===== src/rtl/fixed_point_sign_arbiter.sv =====
// fixed_point_sign_arbiter
// Round-robin front end that lets NUM_REQ requesters share one sign-change
// unit. One transaction is in flight at a time. A watchdog converts a missing
// unit response into an error response so the owner is never left hanging.
module fixed_point_sign_arbiter #(
  parameter int WIDTH   = 8,
  parameter int NUM_REQ = 4,
  parameter int TIMEOUT = 8,
  parameter int ID_W    = $clog2(NUM_REQ)
) (
  input  logic                     CLK,
  input  logic                     RSTN,
  input  logic [NUM_REQ-1:0]       REQ_VALID,
  output logic [NUM_REQ-1:0]       REQ_READY,
  input  logic [NUM_REQ*WIDTH-1:0] REQ_VALUE,
  input  logic [NUM_REQ-1:0]       REQ_SIGN,
  output logic [NUM_REQ-1:0]       RESP_VALID,
  output logic [ID_W-1:0]          RESP_ID,
  output logic [WIDTH-1:0]         RESP_VALUE,
  output logic                     RESP_OVERFLOW,
  output logic                     RESP_ERROR,
  output logic                     BUSY,
  output logic                     CS_TARGET_SIGN,
  output logic [WIDTH-1:0]         CS_VALUE_IN,
  output logic                     CS_VALID_IN,
  input  logic [WIDTH-1:0]         CS_VALUE_OUT,
  input  logic                     CS_VALID_OUT,
  input  logic                     CS_OVERFLOW
);

  localparam int               CNT_W    = $clog2(TIMEOUT);
  localparam logic [CNT_W-1:0] CNT_LAST = CNT_W'(TIMEOUT - 1);
  localparam logic [ID_W-1:0]  ID_LAST  = ID_W'(NUM_REQ - 1);

  typedef enum logic [1:0] {
    S_IDLE,
    S_ISSUE,
    S_WAIT,
    S_RESP
  } state_t;

  state_t state, state_nx;

  logic [ID_W-1:0]  ptr;
  logic [ID_W-1:0]  grant_id;
  logic             grant_found;
  logic [WIDTH-1:0] grant_value;
  logic             grant_sign;
  logic             accept;
  logic             wd_expired;

  logic [ID_W-1:0]  cap_id;
  logic [WIDTH-1:0] cap_value;
  logic             cap_sign;
  logic [CNT_W-1:0] wd_cnt;

  int unsigned      idx;

  // Cyclic search for the first valid requester after the last grant.
  always_comb begin
    grant_found = 1'b0;
    grant_id    = '0;
    idx         = 0;
    for (int unsigned off = 1; off <= NUM_REQ; off++) begin
      idx = (32'(ptr) + off) % NUM_REQ;
      if (!grant_found && REQ_VALID[ID_W'(idx)]) begin
        grant_found = 1'b1;
        grant_id    = ID_W'(idx);
      end
    end
  end

  // Mux out the granted requester's operand and target sign.
  always_comb begin
    grant_value = '0;
    grant_sign  = 1'b0;
    for (int unsigned i = 0; i < NUM_REQ; i++) begin
      if (ID_W'(i) == grant_id) begin
        grant_value = REQ_VALUE[i*WIDTH +: WIDTH];
        grant_sign  = REQ_SIGN[i];
      end
    end
  end

  assign wd_expired = (wd_cnt == CNT_LAST);

  // State register.
  always_ff @(posedge CLK) begin
    if (!RSTN) begin
      state <= S_IDLE;
    end else begin
      state <= state_nx;
    end
  end

  // Next-state decode and handshake/status outputs.
  always_comb begin
    state_nx    = state;
    accept      = 1'b0;
    REQ_READY   = '0;
    RESP_VALID  = '0;
    CS_VALID_IN = 1'b0;
    BUSY        = (state != S_IDLE);
    case (state)
      S_IDLE: begin
        // Ready is withheld during reset so nothing looks accepted.
        if (RSTN && grant_found) begin
          accept              = 1'b1;
          REQ_READY[grant_id] = 1'b1;
          state_nx            = S_ISSUE;
        end
      end
      S_ISSUE: begin
        CS_VALID_IN = 1'b1;
        state_nx    = S_WAIT;
      end
      S_WAIT: begin
        if (CS_VALID_OUT || wd_expired) begin
          state_nx = S_RESP;
        end
      end
      S_RESP: begin
        RESP_VALID[RESP_ID] = 1'b1;
        state_nx            = S_IDLE;
      end
      default: begin
        state_nx = S_IDLE;
      end
    endcase
  end

  // Request capture, round-robin pointer, watchdog and response registers.
  always_ff @(posedge CLK) begin
    if (!RSTN) begin
      ptr           <= ID_LAST;
      cap_id        <= '0;
      cap_value     <= '0;
      cap_sign      <= 1'b0;
      wd_cnt        <= '0;
      RESP_ID       <= '0;
      RESP_VALUE    <= '0;
      RESP_OVERFLOW <= 1'b0;
      RESP_ERROR    <= 1'b0;
    end else begin
      if (accept) begin
        cap_id    <= grant_id;
        cap_value <= grant_value;
        cap_sign  <= grant_sign;
        ptr       <= grant_id;
      end
      if (state == S_ISSUE) begin
        wd_cnt <= '0;
      end
      if (state == S_WAIT) begin
        wd_cnt <= wd_cnt + 1'b1;
        // A genuine result takes priority over a same-cycle timeout.
        if (CS_VALID_OUT) begin
          RESP_ID       <= cap_id;
          RESP_VALUE    <= CS_VALUE_OUT;
          RESP_OVERFLOW <= CS_OVERFLOW;
          RESP_ERROR    <= 1'b0;
        end else if (wd_expired) begin
          RESP_ID       <= cap_id;
          RESP_VALUE    <= '0;
          RESP_OVERFLOW <= 1'b0;
          RESP_ERROR    <= 1'b1;
        end
      end
    end
  end

  assign CS_VALUE_IN    = cap_value;
  assign CS_TARGET_SIGN = cap_sign;

endmodule


===== config.mk =====
export PLATFORM = sky130hd
export DESIGN_NAME = fixed_point_sign_arbiter
export DESIGN_NICKNAME = d
export VERILOG_FILES = /design/src/rtl/fixed_point_sign_arbiter.sv
export SDC_FILE = /design/constraint.sdc
export NUM_CORES = 1
export LEC_CHECK = 0
export BUFFER_PORTS_ARGS = -buffer_cell sky130_fd_sc_hd__buf_4
export CAP_MARGIN = 20
export CORE_UTILIZATION = 46
export DETAILED_ROUTE_END_ITERATION = 12
export MAX_ROUTING_LAYER = met4
export PLACE_DENSITY = 0.77
export SLEW_MARGIN = 20
export SYNTH_ARGS = -nofsm -noshare
export SYNTH_HDL_FRONTEND = slang
export SYNTH_SLANG_ARGS = --single-unit

===== constraint.sdc =====
create_clock -name CLK -period 2.66 [get_ports CLK]
set_clock_uncertainty 0.2 [all_clocks]
set_input_delay 0.532 -clock CLK [delete_from_list [all_inputs] [get_ports CLK]]
set_output_delay 0.532 -clock CLK [all_outputs]
set_load 0.03 [all_outputs]

==> results by group, run 1 <==
Run status
  • Status: finished, final reports clean

Floorplanning
  • Die Area: 0.00390 mm²
  • Die height: 62.4 µm
  • IO Pins: between 80 and 90
  • Core ar.: 0.00342 mm²
  • Starting Density: 49.2%
  • Die Wd: between 60 and 70 µm
  • Row cnt: 21

Finish
  • Finished Layout Cells: between 300 and 400
  • Area occupied by multi-input gates: 957 µm²
  • Syn-to-layout area delta: 42.8%
  • Finished Core Util: 70.2%
  • Inserted Diodes: 0
  • Sequential Area: around 600 µm²
  • Share of layout cells above drive strength 1: 39.7%
  • Fill cells: between 200 and 300
  • # nets final: 330

Worst setup path
  • Crit path max fanout: 11
  • Worst setup EP type: output port
  • CP Class: flop to output port
  • Startpoint Class: flop
  • Crit path DAT: between 1.5 and 2 ns
  • R2r setup slk: 0.68 ns
  • CP startpoint: ptr[1]$_SDFFE_PN1P_
  • Crit path required time: 1.93 ns
  • Worst reg2reg startpoint: ptr[0]$_SDFFE_PN1P_

Placement
  • DP Wirelength: between 3000 and 4000 µm
  • Post-Place Cells: about 310
  • Buffers on Ports: between 80 and 90
  • Routability cong.: about 0.94

Run
  • Max Cap Viol: 0

Yosys
  • Flip-flop and latch count after synthesis: 30
  • Number of warnings issued by yosys: 0
  • Primary FF master, synth: dfxtp_1
  • Unique masters post-synth: 45
  • Synth Net Count: 248
  • Area contributors post-synth: dfxtp_1 (36%), mux2i_1 (5.4%), a21oi_1 (5.1%), ha_1 (4.5%), nor2_1 (4.5%)
  • Sequential share of the synthesized area: between 30% and 40%
  • Ys async rst share: 0%
  • EDFF count, synth: 0
  • Post-Synthesis Cell Area: approximately 0.0017 mm²
  • Cell taking the most area after synthesis: dfxtp_1
  • Mean area per synthesized cell: between 8 and 9 µm²
  • Mapped Cells: 190
  • Top cell type's share of synthesized area: between 30 and 40%

Clock tree
  • Root Driver: clkbuf_4
  • Inserted Clock Buffers: 5
  • Post-CTS Resized: 1
  • CTS sink count: 30
  • Clk pin slew, worst setup/hold paths: roughly 0.1 ns
  • Max clock buf depth: 2
  • Post-CTS Setup Inserts: 0
  • Max H-tree Level: 2
  • Clock latency on the worst-skew pair: 0.34 ns
  • CTS Hold Buffers Added: 0
  • CTS tree: built

Timing
  • Final period demand of the worst path: roughly 2.5 ns
  • Final setup vio count: 0
  • Final Hold Fails: 0
  • Setup TNS: 0 ns
  • RSZ-0062 raised after global routing: false
  • Maximum clock rate: 0.397 GHz
  • Worst slew pin tran: between 0.6 and 0.7 ns
  • Fin crit share: a little over nine tenths
  • Slew Viols, Final: 0
  • Max-Slew Margin vs Limit: a little under three fifths

Power and ir drop
  • Share of total power in sequential cells: between 20% and 30%
  • NetSw: about 0.00095 W
  • Logic gate share of total power: between 50% and 60%
  • P_int: around 0.0013 W
  • Net Sw Frac: between 40% and 50%
  • P_leak: approximately 1.1 nW
  • Power, Total: roughly 0.0022 W
  • Power Dens Cells: about 930 mW/mm²
  • Worst VDD drop: between 0.5 and 0.6 mV
  • Clk network pwr share: 16.9%

GRT
  • First-pass GRT wire length: roughly 7400 µm
  • Initial antenna violation count: 0
  • Layer with the highest usage: met2
  • Tot GR Track Use: between 20% and 30%
  • Maximum number of pins on one net before global-route repair: 21
  • M2 GR Usage: between 30 and 40%
  • GR Layer Usage met3: 6.20%
  • GRT Residual Overflow: 0
  • GR Layer Usage met1: between 30% and 40%
  • Vias in the first global route: around 1600

Drt
  • Routed WL: about 4600 µm
  • Routed vias/inst: 5.54
  • Detailed-route DRC error count: 0
  • Drt first pass iters: 4
  • Routed via count: roughly 1800
  • Wire per inst: between 10 and 15 µm
  • Antenna Nets Post-Route: 0
  • DR iter-0 viols: 130

Min path
  • Hold crit path type: input port to flop
  • HP Start: CS_VALUE_OUT[1]
## layout by cell type, fill, tap and decap left out, drive strengths merged, types with 6 or more instances in the layout
cell type,Yosys,final
a21oi,17,17
a22oi,9,9
a31oi,8,8
buf,9,88
clkbuf,4,6
dfxtp,30,30
ha,6,6
inv,10,10
mux2i,9,9
nand2,6,6
nor2,20,20
## layout make-up
cell class	instances	share of cell area, %
Inverter	10	1.56
Sequential cell	30	25.2
Clock inverter	1	1.25
Tap cell	46	2.40
Clock buffer	6	2.14
Multi-Input combinational cell	137	39.9
Timing Repair Buffer	88	27.5
## synth_stat cells, drive strengths merged (2+ instances only)
cell type / count
nand4: 4
mux2i: 9
inv: 10
o211a: 2
a41oi: 2
and3: 5
a221oi: 5
and2: 5
nor3: 3
nand2: 6
nor2: 20
nand3: 4
buf: 9
o21bai: 2
a21oi: 17
a31oi: 8
o21a: 2
o221ai: 3
dfxtp: 30
o21ai: 4
a2111oi: 5
nand2b: 2
a22oi: 9
ha: 6
clkbuf: 4
nor2b: 2
a21boi: 2
## cell families after synthesis
kind of cell | Yosys count | synth area share, %
DFF | 30 | 35.8
AOI/OAI and AO/OA | 66 | 28.3
buffers and inverters | 23 | 7.97
and+or+nand+nor | 55 | 17.4
adders and majority gates | 6 | 4.47
muxes | 10 | 6.04
## worst max-delay path: stages, from the launching register on
cell	delay (ns)
dfxtp_4	0.42
mux2i_1	0.28
a2bb2oi_2	0.18
nand2_1	0.14
nor3_1	0.24
buf_4	0.20
## flip-flops by register name, summed over array words and instances (netlist names)
signal          flops
CS_VALUE_IN         8
RESP_VALUE          8
wd_cnt              3
RESP_ID             2
cap_id              2
ptr                 2
state               2
CS_TARGET_SIGN      1
RESP_ERROR          1
RESP_OVERFLOW       1
## through the flow
step | cell area (µm²) | setup WS [ns] | hold slack (ns)
after detailed placement | 2300 | 0.149 | 0.266
after floorplan | 1680 | -0.157 | 0.247
after global routing | 2400 | 0.0343 | 0.223
after CTS | 2380 | 0.0526 | 0.215
after global placement | 2300 | 0.150 | 0.260
final | 2400 | 0.140 | 0.231
## power groups by stage
stage	sequential, W	combinational [W]	clock, W
after floorplan	0.000781	0.000704	0
after global placement	0.000664	0.00117	0
after detailed placement	0.000667	0.00117	0
after CTS	0.000659	0.00118	0.000386
after global routing	0.000681	0.00129	0.000398
final	0.000663	0.00119	0.000378
## metal layers
metal | vias to the layer above | share of wire, %
met3 | 9 | 6.3
met2 | 65 | 45
li1 | 878 | -
met1 | 811 | 47
met4 | 0 | 1.9
met5 | - | 0
## path summary, 6_finish.rpt
kind / end / cells past startpoint
max: REQ_READY[0] / 5
min: RESP_VALUE[1]$_SDFFE_PN0P_ / 3
max reg2reg: CS_VALUE_IN[7]$_SDFFE_PN0P_ / 6
min reg2reg: wd_cnt[1]$_SDFFE_PN0P_ / 2
(Power assumes the default switching activity.)
==> run 2: changes to the inputs <==
- ABC_AREA: not set -> 1
- CORE_UTILIZATION: 46 -> 47
==> results by group, run 2 <==
Run status
  • Status: finished, violations left
  • Failing checks: negative setup slack

Floorplanning
  • IO Pins: 83 (unchanged)
  • Core ar.: 0.00374 mm² (+9.6%)
  • Die Area: 0.00425 mm² (+9.0%)
  • Starting Density: 50.1% (+0.94 points)
  • Die Wd: 65.2 µm (+4.4%)
  • Row cnt: 22 (+4.8%)
  • Die height: 65.2 µm (+4.4%)

Finish
  • # nets final: 442 (+34%)
  • Finished Layout Cells: 433 (+36%)
  • Commonest non-fill, non-tap cell in the layout: buf_4
  • Area occupied by multi-input gates: 0.00120 mm² (+26%)
  • Fill cells: 284 (-4.7%)
  • Inserted Diodes: 0 (unchanged)
  • Syn-to-layout area delta: 57.2%
  • Sequential Area: 608 µm² (+0.62%)
  • Share of layout cells above drive strength 1: 43.6% (+3.9 points)
  • Commonest cells after routing, fill and taps aside: buf_4 (98), nand2_1 (68), inv_1 (30), dfxtp_1 (28), nand3_1 (24)

Yosys
  • Synth Net Count: 338 (+36%)
  • Sequential share of the synthesized area: 32.0% (-3.7 points)
  • Primary FF master, synth: dfxtp_1
  • Mean area per synthesized cell: 6.70 µm² (-24%)
  • Unique masters post-synth: 32 (-29%)
  • Top cell type's share of synthesized area: 32.0% (-3.7 points)
  • Post-Synthesis Cell Area: 0.00188 mm² (+12%)
  • Ys async rst share: 0% (unchanged)
  • Cell taking the most area after synthesis: dfxtp_1
  • Mapped Cells: 280 (+47%)
  • Most frequent cells after synthesis: nand2_1 (84), inv_1 (31), dfxtp_1 (30)
  • Number of warnings issued by yosys: 0 (unchanged)
  • EDFF count, synth: 0 (unchanged)
  • Top-count cell post-synth: nand2_1
  • Flip-flop and latch count after synthesis: 30 (unchanged)
  • Area contributors post-synth: dfxtp_1 (32%), nand2_1 (17%), nand3_1 (6.4%), inv_1 (6.2%), a21oi_1 (5.9%)

Worst setup path
  • Crit path required time: 1.93 ns (about the same)
  • CP startpoint: ptr[0]$_SDFFE_PN1P_
  • Worst reg2reg startpoint: ptr[0]$_SDFFE_PN1P_
  • CP Class: flop to output port
  • Startpoint Class: flop
  • Crit path max fanout: 5 (-6)
  • Crit path DAT: 1.98 ns (+0.19 ns)
  • Worst setup EP type: output port

Drt
  • DR WL met3: 290 µm (+0.35%)
  • Wire per inst: 12.6 µm (-14%)
  • Routed WL: 5440 µm (+18%)
  • DR iter-0 viols: 139 (+6.9%)
  • Max layer used: met4
  • Routed via count: 2186 (+24%)
  • Detailed-route DRC error count: 0 (unchanged)
  • Antenna Nets Post-Route: 0 (unchanged)
  • M1 WL: 2330 µm (+6.9%)
  • Metal2 WL: 2770 µm (+34%)
  • Routed vias/inst: 5.05 (-8.9%)
  • Drt first pass iters: 4 (unchanged)

Clock tree
  • CTS tree: built
  • Clock latency on the worst-skew pair: 0.28 ns (-0.06 ns)
  • Max clock buf depth: 2 (unchanged)
  • Clk pin slew, worst setup/hold paths: 0.06 ns (-0.04 ns)
  • Max H-tree Level: 2 (unchanged)
  • Inserted Clock Buffers: 5 (unchanged)
  • CTS sink count: 30 (unchanged)
  • Root Driver: clkbuf_8

GRT
  • GRT Residual Overflow: 0 (unchanged)
  • Vias in the first global route: 2019 (+29%)
  • Tot GR Track Use: 26.3% (+1.3 points)
  • First-pass GRT wire length: 8510 µm (+14%)
  • Maximum number of pins on one net before global-route repair: 17 (-19%)
  • Initial antenna violation count: 0 (unchanged)

Timing
  • Max-Slew Margin vs Limit: 72.7% (+17 points)
  • Fin crit share: 102% (+7.3 points)
  • RSZ-0062 raised after global routing: true
  • Slew Viols, Final: 0 (unchanged)
  • Final period demand of the worst path: 2.71 ns (+0.194 ns)
  • Final worst slack: -0.0539 ns (-0.194 ns)
  • Final setup vio count: 3 (+3)
  • Worst slew pin tran: 0.410 ns (-0.256 ns)
  • Setup TNS: -0.0977 ns (-0.0977 ns)
  • Worst Hold Margin: 0.262 ns (+0.0316 ns)
  • Maximum clock rate: 0.368 GHz (-7.2%)
  • Final Hold Fails: 0 (unchanged)

Power and ir drop
  • P_leak: 1.44 nW (+26%)
  • Worst VDD drop: 1.03 mV (+92%)
  • Power Dens Cells: 1320 mW/mm² (+41%)

Placement
  • Routability cong.: 0.875 (-7.3%)
  • Buffers on Ports: 82 (unchanged)
  • Post-Place Cells: 413 (+33%)
  • Post-place setup slack: 0.0267 ns (-0.122 ns)
  • DP Wirelength: 3850 µm (+12%)

Min path
  • HP Start: RESP_VALUE[0]$_SDFFE_PN0P_
  • Hold crit path type: flop to flop

Run
  • Max Cap Viol: 0 (unchanged)
[run 2: where the power goes]
group	leakage [nW]	total [W]	internal (W)	switching, W
Clock	0.0579	0.000443	0.000275	0.000168
Sequential	0.245	0.000658	0.000571	0.0000869
Combinational	1.14	0.00278	0.00108	0.00170
Total	1.44	0.00388	0.00193	0.00196
[run 2: final cells by class]
| class | count | area share, % |
|---|---|---|
| multi-input combinational | 205 | 40.9 |
| timing repair buffer | 104 | 27.2 |
| sequential | 30 | 20.6 |
| inverter | 38 | 5.52 |
| clock buffer | 5 | 2.33 |
| tap | 48 | 2.04 |
| clock inverter | 3 | 1.36 |
[run 2: path summary, 6_finish.rpt]
path                                                    end  slack (ns)  depth (start not counted)
worst max-delay path                           REQ_READY[1]       -0.05                         12
worst min-delay path             RESP_VALUE[0]$_SDFFE_PN0P_        0.26                          2
worst max register to register  CS_VALUE_IN[1]$_SDFFE_PN0P_        0.27                         16
worst min register to register   RESP_VALUE[0]$_SDFFE_PN0P_        0.26                          2
[run 2: what timing repair did]
action | CTS | global route
pin swaps | 11 | 8
gates cloned | 0 | 0
buffers inserted | 7 | 5
hold buffers | 0 | 0
resized for setup | 23 | 23
setup endpoints to repair | 4 | 4
[run 2: kinds of logic after synthesis]
logic type / synth area share (%)
compound gates: 12.3
fa+ha+maj: 4.00
buf+inv: 10.3
flops: 32.0
simple gates: 41.4
[run 2: worst max-delay path: stages, from the launching register on]
cell	delay, ns
dfxtp_4	0.38
buf_6	0.13
nand2_1	0.08
nand2_2	0.07
nand2_2	0.09
nand2_4	0.07
nor2_4	0.15
buf_6	0.13
nand4_4	0.08
nand2_4	0.13
inv_6	0.06
nor3_4	0.17
buf_6	0.15
[run 2: routing by layer]
metal	vias up	track usage, %
li1	1120	-
met1	993	30.1
met2	65	46.3
met3	8	6.77
met4	0	5.43
met5	-	-
[run 2: metrics by stage]
stage               cell area (µm²)  power [W]  utilization (%)
CTS                            2820    0.00359             75.3
finish                         2950    0.00388             78.7
global placement               2590    0.00286             69.3
floorplan                      1890    0.00231                -
detailed placement             2590    0.00289             69.3
global route                   2950    0.00414             78.7
